===== src/rtl/pipeline_hazard_ctrl_pkg.sv =====
// Shared encodings and helpers for the pipeline hazard controller and the
// E-stage mult/div datapath.
package pipeline_hazard_ctrl_pkg;

  // Tuse: cycles after D until a source operand is consumed
  localparam logic [1:0] TUSE_D    = 2'd0;
  localparam logic [1:0] TUSE_E    = 2'd1;
  localparam logic [1:0] TUSE_M    = 2'd2;
  localparam logic [1:0] TUSE_NONE = 2'd3;

  // Tnew: cycles after entering E until the result exists
  localparam logic [1:0] TNEW_PC8  = 2'd0;
  localparam logic [1:0] TNEW_ALU  = 2'd1;
  localparam logic [1:0] TNEW_LOAD = 2'd2;

  // D-stage forward source selects
  typedef enum logic [1:0] {
    FWD_RF = 2'd0,
    FWD_E  = 2'd1,
    FWD_M  = 2'd2,
    FWD_W  = 2'd3
  } fwd_sel_t;

  // Default mult/div occupancy after issue from E
  localparam int unsigned DEF_MULT_CYCLES = 5;
  localparam int unsigned DEF_DIV_CYCLES  = 10;

  // A source stalls when a producer in E or M will not have its result ready
  // by the time the consumer needs it. W always has its result.
  function automatic logic src_hazard(
    input logic [4:0] src,
    input logic [1:0] tuse,
    input logic [4:0] wa_e,
    input logic [1:0] tnew_e,
    input logic [4:0] wa_m,
    input logic [1:0] tnew_m
  );
    logic hit;
    hit = 1'b0;
    if (src != 5'd0 && tuse != TUSE_NONE) begin
      if (src == wa_e && tnew_e > tuse) hit = 1'b1;
      if (src == wa_m && tnew_m > tuse) hit = 1'b1;
    end
    return hit;
  endfunction

  // Youngest matching producer decides; a not-yet-ready youngest match
  // yields RF because the stall covers that case.
  function automatic fwd_sel_t fwd_select(
    input logic [4:0] src,
    input logic [4:0] wa_e,
    input logic [1:0] tnew_e,
    input logic [4:0] wa_m,
    input logic [1:0] tnew_m,
    input logic [4:0] wa_w
  );
    fwd_sel_t sel;
    sel = FWD_RF;
    if (src != 5'd0) begin
      if (src == wa_e) begin
        if (tnew_e == 2'd0) sel = FWD_E;
      end else if (src == wa_m) begin
        if (tnew_m == 2'd0) sel = FWD_M;
      end else if (src == wa_w) begin
        sel = FWD_W;
      end
    end
    return sel;
  endfunction

endpackage


===== src/rtl/pipeline_hazard_ctrl_md_busy_counter.sv =====
// Mult/div occupancy counter: loads on issue from E, counts down to idle.
module md_busy_counter
  import pipeline_hazard_ctrl_pkg::*;
#(
  parameter int unsigned MULT_CYCLES = DEF_MULT_CYCLES,
  parameter int unsigned DIV_CYCLES  = DEF_DIV_CYCLES,
  parameter int unsigned CNT_W       = 4
) (
  input  logic clk,
  input  logic reset,
  input  logic start,
  input  logic is_div,
  output logic busy
);

  logic [CNT_W-1:0] count;

  // Load on an accepted start, otherwise count down while occupied
  always_ff @(posedge clk) begin
    if (reset) begin
      count <= '0;
    end else if (count != '0) begin
      count <= count - 1'b1;
    end else if (start) begin
      count <= is_div ? CNT_W'(DIV_CYCLES) : CNT_W'(MULT_CYCLES);
    end
  end

  assign busy = (count != '0);

endmodule


===== src/rtl/pipeline_hazard_ctrl.sv =====
// Stall/flush/forward controller for the 5-stage pipeline. Keeps a shadow
// scoreboard of E/M/W destinations and Tnew, compares it with the D-stage
// Tuse requirements, and tracks mult/div occupancy.
module pipeline_hazard_ctrl
  import pipeline_hazard_ctrl_pkg::*;
#(
  parameter int unsigned MULT_CYCLES = DEF_MULT_CYCLES,
  parameter int unsigned DIV_CYCLES  = DEF_DIV_CYCLES,
  parameter int unsigned CNT_W       = 4
) (
  input  logic       clk,
  input  logic       reset,
  input  logic [4:0] rs_d,
  input  logic [4:0] rt_d,
  input  logic [1:0] tuse_rs_d,
  input  logic [1:0] tuse_rt_d,
  input  logic [4:0] wa_d,
  input  logic [1:0] tnew_d,
  input  logic       md_use_d,
  input  logic       md_start_e,
  input  logic       md_is_div_e,
  output logic       stall_pc,
  output logic       stall_d,
  output logic       flush_e,
  output logic [1:0] fwd_rs_d,
  output logic [1:0] fwd_rt_d,
  output logic       md_busy
);

  logic [4:0] wa_e, wa_m, wa_w;
  logic [1:0] tnew_e, tnew_m;
  logic       hazard_rs, hazard_rt, md_stall, stall, busy;
  fwd_sel_t   fwd_rs, fwd_rt;

  md_busy_counter #(
    .MULT_CYCLES (MULT_CYCLES),
    .DIV_CYCLES  (DIV_CYCLES),
    .CNT_W       (CNT_W)
  ) u_md_busy_counter (
    .clk    (clk),
    .reset  (reset),
    .start  (md_start_e),
    .is_div (md_is_div_e),
    .busy   (busy)
  );

  // Shadow scoreboard: advances with the pipeline, bubble into E on stall
  always_ff @(posedge clk) begin
    if (reset) begin
      wa_e   <= '0;
      tnew_e <= '0;
      wa_m   <= '0;
      tnew_m <= '0;
      wa_w   <= '0;
    end else begin
      wa_e   <= stall ? '0 : wa_d;
      tnew_e <= stall ? '0 : tnew_d;
      wa_m   <= wa_e;
      tnew_m <= (tnew_e == 2'd0) ? 2'd0 : tnew_e - 2'd1;
      wa_w   <= wa_m;
    end
  end

  // Hazard detection and forward selection against the scoreboard
  always_comb begin
    hazard_rs = src_hazard(rs_d, tuse_rs_d, wa_e, tnew_e, wa_m, tnew_m);
    hazard_rt = src_hazard(rt_d, tuse_rt_d, wa_e, tnew_e, wa_m, tnew_m);
    md_stall  = md_use_d & (busy | md_start_e);
    stall     = hazard_rs | hazard_rt | md_stall;
    fwd_rs    = fwd_select(rs_d, wa_e, tnew_e, wa_m, tnew_m, wa_w);
    fwd_rt    = fwd_select(rt_d, wa_e, tnew_e, wa_m, tnew_m, wa_w);
  end

  // Output drive, all forced low while reset is held
  always_comb begin
    stall_pc = 1'b0;
    stall_d  = 1'b0;
    flush_e  = 1'b0;
    fwd_rs_d = '0;
    fwd_rt_d = '0;
    md_busy  = 1'b0;
    if (!reset) begin
      stall_pc = stall;
      stall_d  = stall;
      flush_e  = stall;
      fwd_rs_d = fwd_rs;
      fwd_rt_d = fwd_rt;
      md_busy  = busy;
    end
  end

endmodule


===== config.mk =====
export PLATFORM = sky130hd
export DESIGN_NAME = pipeline_hazard_ctrl
export DESIGN_NICKNAME = d
export VERILOG_FILES = /design/src/rtl/pipeline_hazard_ctrl_pkg.sv /design/src/rtl/pipeline_hazard_ctrl_md_busy_counter.sv /design/src/rtl/pipeline_hazard_ctrl.sv
export SDC_FILE = /design/constraint.sdc
export NUM_CORES = 1
export LEC_CHECK = 0
export BUFFER_PORTS_ARGS = -buffer_cell sky130_fd_sc_hd__buf_2
export CAP_MARGIN = 20
export CORE_AREA = 3 3 49 84
export DETAILED_ROUTE_END_ITERATION = 8
export DIE_AREA = 0 0 52 87
export GPL_ROUTABILITY_DRIVEN = 0
export PLACE_DENSITY = 0.66
export SYNTH_ARGS = -nofsm -noshare
export SYNTH_HDL_FRONTEND = slang
export SYNTH_SLANG_ARGS = --single-unit

===== constraint.sdc =====
create_clock -name clk -period 2.8 [get_ports clk]
set_clock_uncertainty 0.2 [all_clocks]
set_input_delay 0.14 -clock clk [delete_from_list [all_inputs] [get_ports clk]]
set_output_delay 0.14 -clock clk [all_outputs]
set_load 0.03 [all_outputs]

# Word level (Yosys, flattened, before mapping)
# Cells that the tools add are included.
[totals]
elab_cells = 61
inputBits = 26
out_inout_bits = 8
reg_bits = 23
[classes]
muxes = 23
reduce_logical = 14
add_sub_neg = 2
bitwise = 4
eq_ne = 8
order_cmp = 4
[op_table]
columns = ["op", "n"]
rows = [
  ["5-bit == test", 6],
  ["2-bit 2-to-1 mux", 11],
  ["4-bit 2-to-1 mux", 3],
  ["5-bit nonzero test", 2],
  ["1-bit 2-to-1 mux", 9],
  ["2-bit greater-than comparator", 4],
  ["1-bit logical AND", 6],
  ["2-bit zero test", 2],
  ["2-bit inequality test (second input constant)", 2],
  ["4-bit nonzero test", 1],
  ["2-bit OR reduction", 2],
  ["4-bit by 1-bit subtractor with 4-bit output (second input constant)", 1],
  ["1-bit OR", 3],
  ["2-bit nonzero test", 1],
  ["2-bit by 1-bit subtractor with 2-bit output (second input constant)", 1],
  ["1-bit bitwise AND", 1],
]

# Longest topological paths before layout
[logic_depth]
ltp_word = 8
depth_mapped = 8
mapped_depth_nobuf = 7

# By module
# Synthesis repeated with hierarchy kept, for this count alone.
[hier_totals]
hier_cells = 165
hier_area_um2 = 1502.7
[modules_own_cells]
columns = ["mod", "area_per_inst_um2", "cells_each", "seq_area_each_um2", "n_inst"]
rows = [
  ["pipeline_hazard_ctrl", 1280.0, 140, 380.4, 1],
  ["md_busy_counter", 222.7, 25, 80.1, 1],
]

# Least setup slack after synthesis
# OpenSTA, ideal clock, no wires.
[synth_timing]
kind = "register to output"
startpoint = "register tnew_e[1]"
endpoint = "output port stall_d"
setup_slack_ns = 0.408
required_ns = 2.460
arrival_time_ns = 2.052
path_buffers = 1
path_stages_with_launch = 8
path_cell_list = "dfxtp_1 -> ha_1 -> nor2b_1 -> o21ai_0 -> or3_1 -> a221oi_4 -> o31a_1 -> buf_4"
[synth_via]
elab_chain_len = 8
word_cells_on_any_way = 13
cone_classes = "order compare: 2; mux: 7; bitwise: 2; reduce/logical: 2"
[synth_lines]
columns = ["item", "line_no", "text"]
rows = [
  ["start, declared", "pipeline_hazard_ctrl.sv:31", "logic [1:0] tnew_e, tnew_m;"],
  ["start signal, assigned", "pipeline_hazard_ctrl.sv:57", "tnew_e <= stall ? '0 : tnew_d;"],
  ["2-bit greater-than comparator", "pipeline_hazard_ctrl_pkg.sv:41", "if (src == wa_e && tnew_e > tuse) hit = 1'b1;"],
  ["1-bit logical AND", "pipeline_hazard_ctrl_pkg.sv:41", ""],
  ["1-bit 2-to-1 mux", "pipeline_hazard_ctrl_pkg.sv:41", ""],
  ["1-bit 2-to-1 mux", "pipeline_hazard_ctrl_pkg.sv:42", "if (src == wa_m && tnew_m > tuse) hit = 1'b1;"],
  ["1-bit 2-to-1 mux", "pipeline_hazard_ctrl_pkg.sv:40", "if (src != 5'd0 && tuse != TUSE_NONE) begin"],
  ["1-bit OR * (2 in a row)", "pipeline_hazard_ctrl.sv:69", "stall = hazard_rs | hazard_rt | md_stall;"],
  ["1-bit 2-to-1 mux *", "n/a", ""],
  ["end, declared", "pipeline_hazard_ctrl.sv:23", "output logic stall_d,"],
]
# Mark *: on every way between the ends. The rest lies on a longest branch, timed or not.

# Worst setup path in the final report
[layout_timing]
startpoint = "register tnew_e[1]"
endpoint = "output port stall_d"
[layout_via]
elab_chain_len = 8
word_cells_on_any_way = 13
cone_classes = "order compare: 2; mux: 7; bitwise: 2; reduce/logical: 2"
[layout_lines]
columns = ["item", "line_no", "text"]
rows = [
  ["2-bit greater-than comparator", "pipeline_hazard_ctrl_pkg.sv:41", ""],
  ["1-bit logical AND", "pipeline_hazard_ctrl_pkg.sv:41", ""],
  ["1-bit 2-to-1 mux", "pipeline_hazard_ctrl_pkg.sv:41", ""],
  ["1-bit 2-to-1 mux", "pipeline_hazard_ctrl_pkg.sv:42", ""],
  ["1-bit 2-to-1 mux", "pipeline_hazard_ctrl_pkg.sv:40", ""],
  ["1-bit OR * (2 in a row)", "pipeline_hazard_ctrl.sv:69", ""],
  ["1-bit 2-to-1 mux *", "pipeline_hazard_ctrl.sv:82", "if (!reset) begin"],
]
# Marked as above.

==> results.json <==
{
  "outcome": "completed",
  "synth_area_sq_mm": 0.00155,
  "drtIter0Drc": 19,
  "cp-start-kind": "flip-flop",
  "yosysUniqueCellTypes": 39,
  "setup_tns_ns": 0,
  "die_w_microns": 52,
  "hp-class": "input port to flip-flop",
  "fp.coreArea_sq_mm": 0.00347,
  "routedWlPerCell_microns": 13.2,
  "synthCells": 171,
  "syn_area_per_cell_sq_um": 9.06,
  "worstSetupPathType": "flip-flop to primary output",
  "drc": 0,
  "synth_edf_count": 0,
  "io_pins": 34,
  "cts.sinks": 23,
  "sw_frac_of_total_pct": 36.6,
  "grt_first_pass_wirelength_microns": 5730,
  "power_density_mw_per_mm2": 551,
  "start_util_pct": 44.7,
  "clk_pin_slew_ns": 0.09,
  "worst_pin_slew_ns": 0.486,
  "h-tree-depth": 1,
  "power_w": 0.00103,
  "die_h_microns": 87,
  "synth.yosys.seq_area_share_pct": 29.7,
  "area_growth_pct": 20.8,
  "power_frac_seq_pct": 40.8,
  "track_usage_pct": 16.8,
  "post-place-cells": 246,
  "wl_microns": 3410,
  "postCtsSetupBuffers": 0,
  "grt_start_max_net_pins": 20,
  "cts_root_buffer": "clkbuf_8",
  "synthesis.nets": 208,
  "io_buffer_count": 33,
  "arrival_ns": 2.23,
  "ys_ff_latch": 23,
  "antenna_found_initial": 0,
  "synth_top_cell_area_share_pct": 29.7,
  "holdBufCountCts": 7,
  "synth-async-reset-ratio_pct": 0,
  "synth_ff_type": "dfxtp_1",
  "clkLatencyLatePin_ns": 0.26,
  "peakVddDrop_mv": 0.439,
  "relSlewSlack_pct": 67.6,
  "postCtsResizedCells": 0,
  "grt_pass1_vias": 1288,
  "p_int_w": 0.000653,
  "ff2ff_setup_slack_ns": 0.78,
  "worst_setup_path_end_kind": "primary output",
  "detail_route.first_pass.iterations": 4,
  "p_sw_w": 0.000377,
  "drive_above_1_share_pct": 24.5,
  "cp_data_required_time_ns": 2.46,
  "p_leak_nw": 0.787,
  "clock.fmax_ghz": 0.389,
  "yosysTopAreaCell": "dfxtp_1",
  "rsz0062_at_grt": "no",
  "post_drt_via_cell_ratio": 4.96,
  "via_count": 1276,
  "cts_inserted_buffers": 3,
  "yosysWarnings": 0,
  "finalCritPeriodShare_pct": 91.7,
  "dp_hpwl_microns": 2740,
  "cp_max_fo": 8,
  "cts_tree": "done",
  "n_antenna_cell": 0,
  "layoutNonFillerInstCount": 257,
  "synth_area_leaders": "dfxtp_1 30%, xnor2_1 9.0%, ha_1 8.9%, xor2_1 8.5%, nor2b_1 5.3%",
  "antenna_left": 0,
  "fin_nets": 250,
  "cap_viol_max_count": 0,
  "final-max-slew-violation-count": 0,
  "die_area_sq_mm": 0.00452,
  "final_hold_viol_count": 0,
  "final.fill_count": 339,
  "clockBufferDepth": 2,
  "setup_viol_count_final": 0,
  "p_clk_share_pct": 19.9,
  "placementRows": 28,
  "period_minus_slack_ns": 2.57,
  "power_frac_comb_pct": 39.4,
  "overflow": 0
}
==> cell usage in the layout (no fill, tap or decap), types with 2 or more instances in the layout <==
cell type	instances
xor2_1	15
o21ai_0	3
nor2_1	10
nor4_1	9
ha_1	11
buf_2	33
clkbuf_8	3
nor3_1	5
dfxtp_1	23
dlygate4sd3_1	7
nor3_2	3
xnor2_1	16
nor2b_1	13
nor3b_1	2
inv_1	9
nand2_1	13
mux2i_1	2
nand3_2	3
o21ai_4	2
a21oi_1	5
nand3_1	4
==> kinds of logic (layout without fill, tap and decap cells) <==
logic type	after synthesis	count (layout)	share of synthesized area (%)
AO/OA/AOI/OAI	20	20	12.7
multiplexers	2	2	1.29
buffers and inverters	14	55	3.88
AND/OR/NAND/NOR	70	70	26.0
flip-flops	23	23	29.7
adder cells (fa/ha/maj)	11	11	8.89
XOR/XNOR	31	31	17.5
==> final timing paths <==
path                             start                                       to  depth (start not counted)
setup / recovery  tnew_e[1]$_SDFF_PP0_                                  stall_d                          7
hold / removal              md_start_e  u_md_busy_counter.count[3]$_SDFFE_PP0N_                          3
setup reg to reg  tnew_e[1]$_SDFF_PP0_                     tnew_e[1]$_SDFF_PP0_                          6
hold reg to reg   tnew_e[0]$_SDFF_PP0_                     tnew_m[0]$_SDFF_PP0_                          1
==> layer usage <==
layer	track usage, %	wire length, microns	vias up
li1	-	-	675
met1	18.8	1420	581
met2	32.0	1880	18
met3	1.03	73	2
met4	5.73	25	0
met5	0	0	-
==> power groups by stage <==
stage               Sequential, W  Clock, W  Combinational [W]
floorplan                0.000414         0           0.000316
global placement         0.000428         0           0.000399
detailed placement       0.000427         0           0.000402
CTS                      0.000420  0.000209           0.000411
global route             0.000425  0.000222           0.000460
finish                   0.000420  0.000205           0.000405
==> area by class of cell <==
class	count	area, sq um	share of cell area [%]
Multi-Input combinational cell	134	1030	55.0
Sequential cell	23	460	24.6
Timing Repair Buffer	41	243	13.0
Tap cell	45	56.3	3.01
Clock buffer	4	45.0	2.41
Inverter	10	37.5	2.01
==> flip-flops by register name, indices dropped and copies added (netlist names) <==
register	count
wa_w	5
wa_m	5
u_md_busy_counter.count	4
tnew_e	2
wa_e	5
tnew_m	2
==> through the flow <==
stage / worst slack, ns / util [%] / hold WS, ns / cell area, sq um
after floorplan: 0.408 / - / 0.0685 / 1550
after global placement: 0.515 / 50.6 / 0.183 / 1760
after detailed placement: 0.491 / 50.6 / 0.184 / 1760
after CTS: 0.209 / 53.9 / 0.0248 / 1870
after global routing: 0.0714 / 53.9 / 0.0451 / 1870
final: 0.231 / 53.9 / 0.0192 / 1870
==> critical path, cell delays in order, from the launching register on <==
cell	delay, ns
dfxtp_1	0.33
ha_1	0.28
nor2b_1	0.12
o21ai_0	0.07
or3_1	0.34
a221oi_4	0.43
o31a_1	0.20
buf_2	0.20
==> cells in the mapped netlist (3+ instances only) <==
library cell,instances
dfxtp_1,23
xnor2_1,16
xor2_1,15
nand2_1,13
nor2b_1,13
ha_1,11
nor2_1,10
inv_1,9
nor4_1,9
a21oi_1,5
nor3_1,5
nand3_1,4
nand3_2,3
nor3_2,3
o21ai_0,3
(Power assumes the default switching activity.)
